<file path="src/rtl/dfe_cfg_master.sv">
// dfe_cfg_master: burst register master for the DFE coefficient bus.
// Accepts read/write burst commands, buffers write words in a small FIFO and
// drives a two-phase (SETUP/ACCESS) select/strobe bus with registered outputs.
module dfe_cfg_master #(
  parameter int unsigned ADDR_WIDTH  = 7,
  parameter int unsigned PDATA_WIDTH = 32,
  parameter int unsigned COEFF_WIDTH = 20,
  parameter int unsigned COMP        = 4,
  parameter int unsigned FIFO_DEPTH  = 8
) (
  input  logic                          clk,
  input  logic                          rst,
  input  logic                          cmd_valid,
  output logic                          cmd_ready,
  input  logic                          cmd_write,
  input  logic [$clog2(COMP)-1:0]       cmd_sel,
  input  logic [ADDR_WIDTH-1:0]         cmd_addr,
  input  logic [6:0]                    cmd_len,
  input  logic                          wdata_valid,
  output logic                          wdata_ready,
  input  logic signed [COEFF_WIDTH-1:0] wdata,
  output logic                          rdata_valid,
  output logic [PDATA_WIDTH-1:0]        rdata,
  output logic                          rdata_last,
  output logic                          MTRANS,
  output logic                          MWRITE,
  output logic [COMP-1:0]               MSELx,
  output logic [ADDR_WIDTH-1:0]         MADDR,
  output logic signed [COEFF_WIDTH-1:0] MWDATA,
  input  logic [PDATA_WIDTH-1:0]        MRDATA,
  output logic                          busy,
  output logic                          done,
  output logic                          wrap_err
);

  localparam int unsigned SEL_W = $clog2(COMP);
  localparam int unsigned LEN_W = 7;
  localparam int unsigned PTR_W = $clog2(FIFO_DEPTH);
  localparam int unsigned CNT_W = PTR_W + 1;

  localparam logic [2:0] S_IDLE   = 3'd0;
  localparam logic [2:0] S_SETUP  = 3'd1;
  localparam logic [2:0] S_ACCESS = 3'd2;
  localparam logic [2:0] S_WAIT   = 3'd3;
  localparam logic [2:0] S_DONE   = 3'd4;

  logic [2:0]                    state_q, state_d;
  logic                          wr_q, wr_d;
  logic [SEL_W-1:0]              sel_q, sel_d;
  logic [ADDR_WIDTH-1:0]         addr_q, addr_d;
  logic [LEN_W-1:0]              beats_q, beats_d;
  logic                          wrap_q, wrap_d;

  logic [COMP-1:0]               msel_q, msel_d;
  logic                          mtrans_q, mtrans_d;
  logic                          mwrite_q, mwrite_d;
  logic [ADDR_WIDTH-1:0]         maddr_q, maddr_d;
  logic signed [COEFF_WIDTH-1:0] mwdata_q, mwdata_d;
  logic [PDATA_WIDTH-1:0]        rdata_q, rdata_d;
  logic                          rvalid_q, rvalid_d;
  logic                          rlast_q, rlast_d;
  logic                          busy_q, busy_d;
  logic                          done_q, done_d;
  logic                          cready_q, cready_d;
  logic                          wready_q, wready_d;

  logic [PTR_W-1:0]              wr_ptr_q, wr_ptr_d;
  logic [PTR_W-1:0]              rd_ptr_q, rd_ptr_d;
  logic [CNT_W-1:0]              cnt_q, cnt_d;
  logic signed [COEFF_WIDTH-1:0] mem_q [FIFO_DEPTH];

  logic push, pop, fifo_empty;

  // Next-state, FIFO bookkeeping and registered-output values
  always_comb begin
    state_d  = state_q;
    wr_d     = wr_q;
    sel_d    = sel_q;
    addr_d   = addr_q;
    beats_d  = beats_q;
    wrap_d   = wrap_q;
    msel_d   = '0;
    mtrans_d = 1'b0;
    mwrite_d = 1'b0;
    maddr_d  = '0;
    mwdata_d = '0;
    rdata_d  = rdata_q;
    rvalid_d = 1'b0;
    rlast_d  = 1'b0;
    pop      = 1'b0;

    fifo_empty = (cnt_q == '0);
    push       = wdata_valid && wready_q;

    case (state_q)
      S_IDLE: begin
        if (cmd_valid) begin
          wr_d    = cmd_write;
          sel_d   = cmd_sel;
          addr_d  = cmd_addr;
          beats_d = (cmd_len == '0) ? LEN_W'(1) : cmd_len;
          wrap_d  = 1'b0;
          state_d = (cmd_write && fifo_empty) ? S_WAIT : S_SETUP;
        end
      end
      S_SETUP: state_d = S_ACCESS;
      S_ACCESS: begin
        if (!wr_q) begin
          rdata_d  = MRDATA;
          rvalid_d = 1'b1;
          rlast_d  = (beats_q <= LEN_W'(1));
        end
        if (beats_q > LEN_W'(1)) begin
          beats_d = beats_q - LEN_W'(1);
          addr_d  = addr_q + ADDR_WIDTH'(1);
          if (&addr_q) wrap_d = 1'b1;
          state_d = (wr_q && fifo_empty) ? S_WAIT : S_SETUP;
        end else begin
          state_d = S_DONE;
        end
      end
      S_WAIT:  if (!fifo_empty) state_d = S_SETUP;
      S_DONE:  state_d = S_IDLE;
      default: state_d = S_IDLE;
    endcase

    // Bus outputs follow the state being entered; SETUP entry pops the write word
    case (state_d)
      S_SETUP: begin
        msel_d   = COMP'(1) << sel_d;
        mwrite_d = wr_d;
        maddr_d  = addr_d;
        if (wr_d) begin
          mwdata_d = mem_q[rd_ptr_q];
          pop      = 1'b1;
        end
      end
      S_ACCESS: begin
        msel_d   = msel_q;
        mtrans_d = 1'b1;
        mwrite_d = mwrite_q;
        maddr_d  = maddr_q;
        mwdata_d = mwdata_q;
      end
      default: ;
    endcase

    wr_ptr_d = push ? wr_ptr_q + PTR_W'(1) : wr_ptr_q;
    rd_ptr_d = pop  ? rd_ptr_q + PTR_W'(1) : rd_ptr_q;
    cnt_d    = cnt_q + CNT_W'(push) - CNT_W'(pop);
    wready_d = (cnt_d != CNT_W'(FIFO_DEPTH));
    cready_d = (state_d == S_IDLE);
    busy_d   = (state_d != S_IDLE);
    done_d   = (state_d == S_DONE);
  end

  // State, command context, FIFO pointers and output registers
  always_ff @(posedge clk) begin
    if (rst) begin
      state_q  <= S_IDLE;
      wr_q     <= 1'b0;
      sel_q    <= '0;
      addr_q   <= '0;
      beats_q  <= '0;
      wrap_q   <= 1'b0;
      msel_q   <= '0;
      mtrans_q <= 1'b0;
      mwrite_q <= 1'b0;
      maddr_q  <= '0;
      mwdata_q <= '0;
      rdata_q  <= '0;
      rvalid_q <= 1'b0;
      rlast_q  <= 1'b0;
      busy_q   <= 1'b0;
      done_q   <= 1'b0;
      cready_q <= 1'b1;
      wready_q <= 1'b1;
      wr_ptr_q <= '0;
      rd_ptr_q <= '0;
      cnt_q    <= '0;
    end else begin
      state_q  <= state_d;
      wr_q     <= wr_d;
      sel_q    <= sel_d;
      addr_q   <= addr_d;
      beats_q  <= beats_d;
      wrap_q   <= wrap_d;
      msel_q   <= msel_d;
      mtrans_q <= mtrans_d;
      mwrite_q <= mwrite_d;
      maddr_q  <= maddr_d;
      mwdata_q <= mwdata_d;
      rdata_q  <= rdata_d;
      rvalid_q <= rvalid_d;
      rlast_q  <= rlast_d;
      busy_q   <= busy_d;
      done_q   <= done_d;
      cready_q <= cready_d;
      wready_q <= wready_d;
      wr_ptr_q <= wr_ptr_d;
      rd_ptr_q <= rd_ptr_d;
      cnt_q    <= cnt_d;
    end
  end

  // Write-word storage; contents are don't-care while the count is zero
  always_ff @(posedge clk) begin
    if (push) mem_q[wr_ptr_q] <= wdata;
  end

  assign cmd_ready   = cready_q;
  assign wdata_ready = wready_q;
  assign rdata_valid = rvalid_q;
  assign rdata       = rdata_q;
  assign rdata_last  = rlast_q;
  assign MTRANS      = mtrans_q;
  assign MWRITE      = mwrite_q;
  assign MSELx       = msel_q;
  assign MADDR       = maddr_q;
  assign MWDATA      = mwdata_q;
  assign busy        = busy_q;
  assign done        = done_q;
  assign wrap_err    = wrap_q;

endmodule

</file>
<file path="config.mk">
export PLATFORM = sky130hd
export DESIGN_NAME = dfe_cfg_master
export DESIGN_NICKNAME = d
export VERILOG_FILES = /design/src/rtl/dfe_cfg_master.sv
export SDC_FILE = /design/constraint.sdc
export NUM_CORES = 1
export LEC_CHECK = 0
export ABC_CLOCK_PERIOD_IN_PS = 2910
export BUFFER_PORTS_ARGS = -buffer_cell sky130_fd_sc_hd__clkbuf_2
export CORE_AREA = 4 4 156 143
export DETAILED_ROUTE_END_ITERATION = 8
export DIE_AREA = 0 0 160 147
export PLACE_DENSITY = 0.74
export REMOVE_ABC_BUFFERS = 1
export SLEW_MARGIN = 20
export SYNTH_ARGS = -nofsm -noshare
export SYNTH_HDL_FRONTEND = slang
export SYNTH_SLANG_ARGS = --single-unit
</file>
<file path="constraint.sdc">
create_clock -name clk -period 2.91 [get_ports clk]
set_input_delay 0.291 -clock clk [delete_from_list [all_inputs] [get_ports clk]]
set_output_delay 0.291 -clock clk [all_outputs]
set_load 0.01 [all_outputs]
</file>
==> flow_summary.json <==
{
  "ioPinCount": 145,
  "grt_max_degree": 45,
  "dr.pass1.iters": 6,
  "crit_buf_inv": 1,
  "arrival_ns": 3.14,
  "areaGrowthSynthToFinish_pct": 22.5,
  "crit_path_cell_trace": "ha_1, o21ba_2, or4_4, a21boi_4, nand3b_4, xor2_1, ha_2, inv_1, fa_2, xor2_2, nand4b_1",
  "seq_area_frac_synth_pct": 66.5,
  "placed_area_sq_um": 11600,
  "period_share_pct": 93.9,
  "synth_edf_count": 160,
  "cts_sinks": 265,
  "syn_avg_cell_area_sq_um": 13.7,
  "synth_top_area_cell": "edfxtp_1",
  "synth_xor_area_share_pct": 0.421,
  "crit_type": "register to register",
  "antenna_left": 0,
  "netlist_top_cells_area": "edfxtp_1, dfxtp_1, mux4_2, nand2_1, a21oi_1",
  "synth-compound-area-share_pct": 8.17,
  "ys_async_sr_fraction_pct": 0,
  "fin_nets": 1039,
  "setup_violations": 0,
  "viasPerCell": 5.55,
  "routed_wl_mm": 23.7,
  "cpMaxStageDelayCell": "or4_4",
  "synth_fa_ha_area_share_pct": 1.28,
  "min_path_type": "input port to register",
  "num_rows": 50,
  "place_congestion": 0.850,
  "cp_max_fo": 6,
  "synth_flop_cell": "edfxtp_1",
  "grt_pass1_vias": 6758,
  "synth_mux_area_share_pct": 11.4,
  "synth.top_cell.area_share_pct": 46.2,
  "wire_per_inst_microns": 19.2,
  "place.detailed.hpwl_mm": 14.8,
  "status": "finished clean",
  "max_stage_delay_ns": 0.53,
  "p_leak_nw": 4.63,
  "pwr_density_cell_nw_per_um2": 760,
  "synthSimpleGateAreaFrac_pct": 10.1,
  "hold_viol_final": 0,
  "grt_pass1_wl_mm": 37.6,
  "htree_levels": 1,
  "syn_inst": 760,
  "synth_top_family_by_area": "multiplexers",
  "report.final.slew_viol_count": 0,
  "grt_usage_pct": 20.0,
  "stdcell_count": 1236,
  "vias": 6864,
  "synth_seq_cells": 265,
  "whs_ns": 0.0378,
  "path_clk_slew_ns": 0.06,
  "fin_setup_tns_ns": 0,
  "grt_overflow": 0,
  "drc": 0,
  "die_x_microns": 160,
  "slew_headroom_pct": 43.1,
  "portBuffers": 144,
  "crit_path_start_kind": "register",
  "die_area_sq_um": 23500,
  "clock_skew_ns": 0.00923,
  "finalInstanceArea_sq_um": 12700,
  "cts_root_buf": "clkbuf_16",
  "worstSkewPairLatency_ns": 0.53,
  "peakVddDrop_mv": 0.520,
  "fmax_mhz": 366,
  "cts_tree": "built",
  "start_util_pct": 50.3,
  "required_ns": 3.32,
  "synth_area_sq_um": 10400,
  "synth_most_common_cell": "edfxtp_1",
  "core-area_sq_um": 20600,
  "ys_types": 55,
  "layout_min_cycle_time_ns": 2.73,
  "tightest_slew_ns": 0.852,
  "diodes": 0,
  "final_core_util_pct": 61.7,
  "dieHeight_microns": 147,
  "drive_gt1_share_pct": 30.2,
  "cts_made_buffers": 26,
  "antenna_found_initial": 0,
  "cap_violations": 0,
  "clockBufferDepth": 3,
  "yosys_warnings": 0,
  "critPathTopFamily": "simple AND/OR/NAND/NOR gates",
  "drt_iter0_markers": 442,
  "dpl.cell_count": 1157,
  "critPathCaptureType": "register",
  "netlist_top_cells_count": "edfxtp_1, nand2_1, dfxtp_1, a21oi_1, nor2_1"
}
## logic make-up (layout without fill, tap and decap cells)
logic type	count (synthesis)	after routing
AOI/OAI and AO/OA	126	126
xor gates and xnor gates	5	5
adders and majority gates	10	10
buffers and inverters	56	272
DFF	265	265
muxes	68	68
and+or+nand+nor	230	230
## per-layer routing
metal	vias up	GRT usage, %	part of all wire [%]
li1	3231	-	-
met1	3352	27.1	43
met2	248	33.4	48
met3	33	4.18	7.2
met4	0	4.99	2.0
met5	-	0	0
## registers in the layout (all words and copies together), names as in the netlist, 4 cells and up, named ones only
signal,count
rdata,32
MWDATA,20
MADDR,7
MSELx,4
beats_q,7
cnt_q,4
addr_q,7
mem_q,160
## worst paths after layout
kind,from,end,slack (ns),cells past startpoint
hold / removal,wdata[11],mem_q[3][11]$_DFFE_PP_,0.04,1
hold reg to reg,rdata[5]$_SDFFE_PP0P_,rdata[5]$_SDFFE_PP0P_,0.45,2
setup / recovery,beats_q[0]$_SDFFE_PP0P_,wdata_ready$_SDFF_PP1_,0.18,11
setup reg to reg,beats_q[0]$_SDFFE_PP0P_,wdata_ready$_SDFF_PP1_,0.18,11
## placed cells by master, fill, tap and decap left out, types with 5 or more instances in the layout
master and instances:
nor2_1 46, buf_4 36, nand2_1 115, o21ai_0 21, nand3_1 8, inv_1 13
mux2i_1 24, a31oi_1 6, edfxtp_1 160, clkbuf_16 26, a211oi_2 10, clkinv_2 6
nand2b_1 12, ha_1 8, o31ai_1 7, dfxtp_1 103, nor3_1 14, a21oi_1 51
clkbuf_2 144, dlygate4sd3_1 30, mux4_2 40, clkbuf_1 5
## through the flow
| step | setup WS, ns | power (mW) |
|---|---|---|
| floorplan | -0.148 | 5.77 |
| global placement | 0.0923 | 6.44 |
| detailed placement | 0.0429 | 6.48 |
| CTS | 0.00781 | 9.72 |
| global route | -0.0200 | 10.1 |
| finish | 0.177 | 9.67 |
## power breakdown
group	total, mW	switching, mW	leakage (nW)	internal [mW]
Sequential	4.56	0.211	2.31	4.35
Clock	3.20	1.36	0.406	1.84
Combinational	1.92	1.08	1.92	0.838
Total	9.67	2.65	4.63	7.02
## cell type report
| cell class | instances | area [sq um] |
|---|---|---|
| fill | 1539 | 7910 |
| inverter | 13 | 48.8 |
| sequential | 265 | 6910 |
| timing repair buffer | 211 | 1310 |
| clock buffer | 35 | 724 |
| multi-input combinational | 439 | 3310 |
| clock inverter | 13 | 98.8 |
| tap | 260 | 325 |
## what timing repair did
item | CTS | global route
hold buffers | 30 | 0
endpoints found under the setup margin | 0 | 2
gates resized for setup | 0 | 4
hold endpoints to repair | 30 | 0
buffers inserted | 0 | 1
No activity file was read; power rests on OpenSTA's default activity.
